$ cat src/rtl/rx78_pixel_pipe.sv
// Pixel stage: fetches six 1bpp planes from VRAM, serialises them and resolves
// fg/bg priority, plane masks and palette bytes into 8-bit RGB.
module rx78_pixel_pipe #(
    parameter logic [8:0]  H_START = 9'd64,
    parameter logic [8:0]  V_START = 9'd24,
    parameter int unsigned H_PIX   = 192,
    parameter int unsigned V_LINES = 184
) (
    input  logic        clk,
    input  logic        reset,
    input  logic [8:0]  h,
    input  logic [8:0]  v,
    input  logic        hb,
    input  logic        vb,
    output logic [12:0] vdp_addr,
    input  logic [7:0]  fg1,
    input  logic [7:0]  fg2,
    input  logic [7:0]  fg3,
    input  logic [7:0]  bg1,
    input  logic [7:0]  bg2,
    input  logic [7:0]  bg3,
    input  logic [7:0]  p1,
    input  logic [7:0]  p2,
    input  logic [7:0]  p3,
    input  logic [7:0]  p4,
    input  logic [7:0]  p5,
    input  logic [7:0]  p6,
    input  logic [7:0]  mask,
    input  logic [7:0]  cmask,
    input  logic [7:0]  bgc,
    output logic [7:0]  red,
    output logic [7:0]  green,
    output logic [7:0]  blue
);

    localparam logic [9:0] HS     = {1'b0, H_START};
    localparam logic [9:0] HE     = HS + 10'(H_PIX);
    localparam logic [9:0] FETCH0 = HS - 10'd2;
    localparam logic [9:0] LOAD0  = HS - 10'd1;
    localparam logic [9:0] VS     = {1'b0, V_START};
    localparam logic [9:0] VE     = VS + 10'(V_LINES);
    localparam logic [9:0] PIX    = 10'(H_PIX);
    localparam logic [8:0] V_CLR  = V_START - 9'd1;

    logic [9:0] h10, v10, fetch_off, load_off;
    logic       line_act, px_act, fetch_pt, load_pt;

    assign h10       = {1'b0, h};
    assign v10       = {1'b0, v};
    assign fetch_off = h10 - FETCH0;
    assign load_off  = h10 - LOAD0;
    assign line_act  = (v10 >= VS) && (v10 < VE);
    assign px_act    = line_act && (h10 >= HS) && (h10 < HE);
    assign fetch_pt  = line_act && (h10 >= FETCH0) && (fetch_off < PIX) &&
                       (fetch_off[2:0] == 3'd0);
    assign load_pt   = line_act && (h10 >= LOAD0) && (load_off < PIX) &&
                       (load_off[2:0] == 3'd0);

    logic [12:0] row_base_q, row_base_d;
    logic [4:0]  fetch_cnt_q, fetch_cnt_d;
    logic [12:0] vdp_addr_q, vdp_addr_d;

    // Row base advances by addition only, one line stride per finished line.
    always_comb begin
        row_base_d  = row_base_q;
        fetch_cnt_d = fetch_cnt_q;
        vdp_addr_d  = vdp_addr_q;
        if (v == V_CLR) begin
            row_base_d = 13'd0;
        end else if (line_act && (h10 == HE)) begin
            row_base_d = row_base_q + 13'd24;
        end
        if (fetch_pt) begin
            vdp_addr_d  = row_base_q + {8'd0, fetch_cnt_q};
            fetch_cnt_d = fetch_cnt_q + 5'd1;
        end else if (!line_act || (h10 == HE)) begin
            fetch_cnt_d = 5'd0;
        end
    end

    // Plane shifters: [0..2] = fg1..fg3, [3..5] = bg1..bg3; bit 0 is the current pixel.
    logic [5:0][7:0] sr_q, sr_d;

    always_comb begin
        sr_d = sr_q;
        if (load_pt) begin
            sr_d = {bg3, bg2, bg1, fg3, fg2, fg1};
        end else begin
            for (int i = 0; i < 6; i++) begin
                sr_d[i] = {1'b0, sr_q[i][7:1]};
            end
        end
    end

    logic [2:0] fi, bi;
    logic [2:0] rgb_on;
    logic [7:0] red_q, green_q, blue_q;

    assign fi = {sr_q[2][0], sr_q[1][0], sr_q[0][0]} & mask[2:0];
    assign bi = {sr_q[5][0], sr_q[4][0], sr_q[3][0]} & mask[5:3];

    // rgb_on bit 0 = R, 1 = G, 2 = B.
    always_comb begin
        rgb_on = bgc[2:0];
        if (px_act) begin
            if (fi != 3'd0) begin
                rgb_on = {p3[fi] & cmask[2], p2[fi] & cmask[1], p1[fi] & cmask[0]};
            end else if (bi != 3'd0) begin
                rgb_on = {p6[bi] & cmask[5], p5[bi] & cmask[4], p4[bi] & cmask[3]};
            end
        end
        if (hb || vb) begin
            rgb_on = 3'b000;
        end
    end

    always_ff @(posedge clk or posedge reset) begin
        if (reset) begin
            row_base_q  <= 13'd0;
            fetch_cnt_q <= 5'd0;
            vdp_addr_q  <= 13'd0;
            sr_q        <= '0;
            red_q       <= 8'h00;
            green_q     <= 8'h00;
            blue_q      <= 8'h00;
        end else begin
            row_base_q  <= row_base_d;
            fetch_cnt_q <= fetch_cnt_d;
            vdp_addr_q  <= vdp_addr_d;
            sr_q        <= sr_d;
            red_q       <= {8{rgb_on[0]}};
            green_q     <= {8{rgb_on[1]}};
            blue_q      <= {8{rgb_on[2]}};
        end
    end

    assign vdp_addr = vdp_addr_q;
    assign red      = red_q;
    assign green    = green_q;
    assign blue     = blue_q;

    logic unused_bits;
    assign unused_bits = ^{bgc[7:3], mask[7:6], cmask[7:6]};

endmodule

$ cat config.mk
export PLATFORM = sky130hd
export DESIGN_NAME = rx78_pixel_pipe
export DESIGN_NICKNAME = d
export VERILOG_FILES = /design/src/rtl/rx78_pixel_pipe.sv
export SDC_FILE = /design/constraint.sdc
export NUM_CORES = 1
export LEC_CHECK = 0
export CORE_MARGIN = 1
export CORE_UTILIZATION = 40
export DETAILED_ROUTE_END_ITERATION = 6
export DONT_BUFFER_PORTS = 1
export PLACE_DENSITY = 0.64
export SYNTH_ARGS = -nofsm -noshare
export SYNTH_HDL_FRONTEND = slang
export SYNTH_SLANG_ARGS = --single-unit
export TNS_END_PERCENT = 100
$ cat constraint.sdc
create_clock -name clk -period 3.15 [get_ports clk]
set_input_delay 0.945 -clock clk [delete_from_list [all_inputs] [get_ports clk]]
set_output_delay 0.945 -clock clk [all_outputs]
set_load 0.01 [all_outputs]
# ---- Word level (Yosys, flattened, before mapping)
# Cells that the tools add are included.
dict set report word_totals {
  regBits 82
  latchBits 0
  ramBits 0
  mem_bits_ro 0
  input_bits 142
  output_inout_bits 37
  mem_count 0
}
dict set report op_classes {
  n_addsub 5
  mul 0
  div 0
  magnitude_cmp 10
  n_eq_ne 2
  shifts 0
  n_mux 21
  bitwise 8
  reduce_logical 19
}
# op n
set ops {}
lappend ops {{$mux 48} 1}
lappend ops {{$mux 13} 2}
lappend ops {{$lt 10x8->1 const B} 2}
lappend ops {{$sub 9x6->10 const B} 2}
lappend ops {{$bmux 1 s3} 6}
lappend ops {{$ge 9x6->1 const B} 2}
lappend ops {{$add 13x5->13} 1}
lappend ops {{$add 13x5->13 const B} 1}
lappend ops {{$mux 3} 4}
lappend ops {{$logic_and 1x1->1} 10}
lappend ops {{$mux 5} 2}
lappend ops {{$eq 9x5->1 const B} 1}
lappend ops {{$eq 9x9->1 const B} 1}
lappend ops {{$ge 9x5->1 const B} 1}
lappend ops {{$ge 9x7->1 const B} 1}
lappend ops {{$lt 9x8->1 const B} 1}
lappend ops {{$lt 9x9->1 const B} 1}
lappend ops {{$lt 3x4->1 const B} 2}
lappend ops {{$and 1x1->1} 6}
lappend ops {{$and 3x3->3} 2}
lappend ops {{$logic_not 3->1} 2}
lappend ops {{$mux 1} 6}
lappend ops {{$reduce_bool 3->1} 2}
lappend ops {{$add 5x1->5 const B} 1}
lappend ops {{3 further kinds} 5}

# ---- Longest topological paths before layout
dict set report logic_depth {
  word_depth 8
  mapped_depth 9
  depth_no_buf 8
}

# ---- Worst setup path after synthesis
# OpenSTA, ideal clock, no wires.
dict set report synth_timing {
  path_type {input to register}
  start {input h[1]}
  end {register vdp_addr_q[0], in the netlist vdp_addr[0]}
  setup_time_ns 0.125
  arrival_time_ns 2.436
  t_required_ns 3.025
  setup_slack_ns 0.589
  path_stages 7
  n_path_buf 1
  cell_sequence {inv_1 ha_1 or4b_1 nor3_2 o211ai_2 buf_6 mux2_4}
}
dict set report synth_via {
  elab_chain_cells 4
  word_cells_on_any_way 7
  classes_between {1 x add/sub; 2 x order compare; 4 x reduce/logical}
}
# element line
set synth_lines {}
lappend synth_lines {{from (decl)} 11} ;# input logic [8:0] h,
lappend synth_lines {{$sub 9x6->10 or $ge 9x6->1 (tied branches)} {50, 54}}
lappend synth_lines {{$lt 10x8->1 or $logic_and 1x1->1 (tied branches)} 54} ;# assign fetch_pt = line_act && (h10 >= FETCH0) && (fetch_off < PIX) &&
lappend synth_lines {{$logic_and 1x1->1} 54}
lappend synth_lines {{$logic_and 1x1->1 (*)} 54}
lappend synth_lines {{to (signal assigned)} 129} ;# vdp_addr_q <= vdp_addr_d;
lappend synth_lines {{to (decl)} 61} ;# logic [12:0] vdp_addr_q, vdp_addr_d;
# Mark *: on every way between the ends. The rest lies on a longest branch, timed or not.
# A chain may end at the register's enable or synchronous reset.

# ---- Final worst setup path
dict set report layout_timing {
  start {input h[1]}
  end {register fetch_cnt_q[2]}
}
dict set report layout_via {
  elab_chain_cells 5
  word_cells_on_any_way 11
  classes_between {1 x add/sub; 2 x order compare; 1 x eq/ne; 1 x mux; 6 x reduce/logical}
}
# element line
set layout_lines {}
lappend layout_lines {{$sub 9x6->10 or $ge 9x6->1 (tied branches)} {50, 54}}
lappend layout_lines {{$lt 10x8->1 or $logic_and 1x1->1 (tied branches)} 54}
lappend layout_lines {{$logic_and 1x1->1 (2 in a row)} 54}
lappend layout_lines {{$mux 5 or $reduce_bool 2->1 (tied branches)} -}
lappend layout_lines {{to (signal assigned)} 128} ;# fetch_cnt_q <= fetch_cnt_d;
lappend layout_lines {{to (decl)} 60} ;# logic [4:0] fetch_cnt_q, fetch_cnt_d;
# Parallel ways exist; a longest one is shown, timed or not.

==> metrics.csv <==
metric,value,unit
status,completed,
Synth area leader,dfrtp_1,
post-synthesis register bit count,79,
Chip Width,105,um
Relative slew margins,51.1,%
Post-CTS Hold Fix Bufs,0,
"Clk pin slew, worst setup/hold paths",0.09,ns
final instance area,4460,sq um
largest family of logic cells by synthesized area,multiplexers,
WHS,0.482,ns
actual slew at the worst max-slew pin,0.734,ns
nets@finish,515,
Critical Path RT,3.36,ns
RSZ-0062 raised after global routing,false,
worst path cell trace,"inv_1, ha_1, or4b_1, nor3_2, o211ai_2, and2_1, o21ai_1, o21ai_1",
top-count cell post-synth,dfrtp_1,
GP Congestion,0.837,
max-cap violations,0,
Synth Flop Type,dfrtp_1,
post-route ant nets,0,
Final Hold Viols,0,
Yosys cell types,53,
most frequent cells after synthesis,"79 x dfrtp_1, 30 x mux2_2, 28 x nor2_1",
syn_area_per_cell,11.1,sq um
diodes inserted,0,
complex-gate fraction of the synthesized area,9.87,%
top cell type's share of synthesized area,46.7,%
antenna violations before repair,0,
DRT Pass-1 Iters,4,
H-tree depth,3,
type of origin of the critical path,input port,
top post-synthesis cells by area,"dfrtp_1 47%, mux2_2 8.0%, mux2_4 5.3%",
power density of the placed cells,428,nW/um^2
CTS Buffer Depth,2,
Final Skew,0.00628,ns
Post-Syn Area,4230,sq um
xor/xnor share of the synthesized area,4.14,%
adder-cell share of the synthesized area,2.36,%
first-pass GRT wire length,13.6,mm
Die Ht,105,um
initial drt markers,180,
syn nets,530,
GRT Util Overall,15.8,%
largest net degree at the start of global routing,47,
fin crit period,2.44,ns
total clock sinks,79,
initial core utilization,41.2,%
worst-skew pair later-pin latency,0.34,ns
fin crit share,77.3,%
Syn Inst Count,380,
P_leak,2.07,nW
Worst Path Max Fanout,15,
setup TNS,0,ns
slowest stage cell on the critical path,or4b_1,
PortBufs,0,
fillcell total,988,
Post-synth EDFFs,0,
yosys warns,0,
Power Total,1.91,mW
clk root buf,clkbuf_8,
area delta synth->final,5.41,%
pins over their slew limit,0,
drc violations,0,
Max stage delay on crit path,0.48,ns
CTS tree,yes,
post-detailed-route wirelength per cell,16.7,um
num ports,179,
register area share after synthesis,46.7,%
vias post-DR,2740,
Crit Path Category,in2reg,
FP Rows,37,
Max Clock Freq,411,MHz
DP Wirelength,6.40,mm
vias in the first global route,2803,
vias per inst,5.42,
CTS resizes,0,
core area,10300,sq um
drt total wl,8.43,mm
cell mode on critical path,o21ai_1,
die footprint,11000,sq um
Critical Path Sink Type,flip-flop,
Post CTS Setup Buffer Count,0,
mux cell area share after synthesis,16.6,%
"Remaining Overflow, GRT",0,
post-synthesis simple-gate area fraction,13.5,%
share of cells above drive strength 1,22.7,%
placed cell areas,4280,sq um
VDD IR max,0.000255,V
final setup fails,0,
Async SR Flop Fraction,100,%
worst hold path type,reg2reg,
CTS buffer count,9,
CP arrival,2.64,ns
critical path, delay by kind of cell:
kind / cells / cell delay (ns)
simple gates: 3 / 0.89
buf+inv: 1 / 0.04
compound gates: 3 / 0.49
fa+ha+maj: 1 / 0.27
cell type report:
class	instances	area, sq um	share of cell area, %
clock buffer	10	138	3.08
multi-input combinational	254	1990	44.5
clock inverter	6	50.0	1.12
timing repair buffer	6	82.6	1.85
inverter	15	57.6	1.29
tap	136	170	3.81
sequential	79	1980	44.3
cells by family after synthesis:
kind of cell / after synthesis
AOI/OAI and AO/OA: 62
xor gates and xnor gates: 20
adders and majority gates: 8
buffers and inverters: 47
DFF: 79
muxes: 54
other: 1
and+or+nand+nor: 109
worst paths after layout:
check,start,endpoint,slack (ns),depth (start not counted)
max reg2reg,row_base_q[4],vdp_addr[6],1.08,7
max in group asynchronous,reset,sr_q[37],1.97,2
max,h[1],fetch_cnt_q[2],0.71,8
min in group asynchronous,reset,sr_q[27],0.55,1
min,sr_q[27],sr_q[26],0.48,1
min reg2reg,sr_q[27],sr_q[26],0.48,1
power breakdown:
group / total [mW] / switching (mW) / internal (mW)
clock network: 0.704 / 0.387 / 0.317
registers: 1.07 / 0.0278 / 1.04
logic: 0.139 / 0.0746 / 0.0648
total: 1.91 / 0.489 / 1.42
metal layers:
metal | track usage [%] | share of wire (%)
met1 | 19.5 | 44
met3 | 4.49 | 5.9
met2 | 26.2 | 49
met4 | 6.04 | 1.7
met5 | 0 | 0
state kept, by name, summed over array words and instances (netlist names):
register	flops
sr_q	48
vdp_addr	13
row_base_q	10
fetch_cnt_q	5
blue	1
green	1
red	1
cell usage in the layout, fill, tap and decap left out, types with 4 or more instances in the layout:
cell type	instances
a221oi_1	4
mux4_2	4
xnor2_1	13
dfrtp_1	79
and3_1	6
inv_1	14
mux2_4	15
xor2_1	7
clkbuf_8	10
nor2_1	28
nor3_1	7
and2_1	4
ha_1	8
nand3_1	17
a21oi_1	8
nand2_1	26
mux2_2	30
o21ai_0	26
mux2i_1	5
a31oi_1	5
through the flow:
step                setup slack [ns]  std cells  utilization, %
finish                         0.715        506            43.4
global route                   0.579        506            43.4
CTS                            0.730        506            43.4
detailed placement             0.367        490            41.6
global placement               0.389        490            41.6
floorplan                      0.182        380               -
No activity file was read; power rests on OpenSTA's default activity.
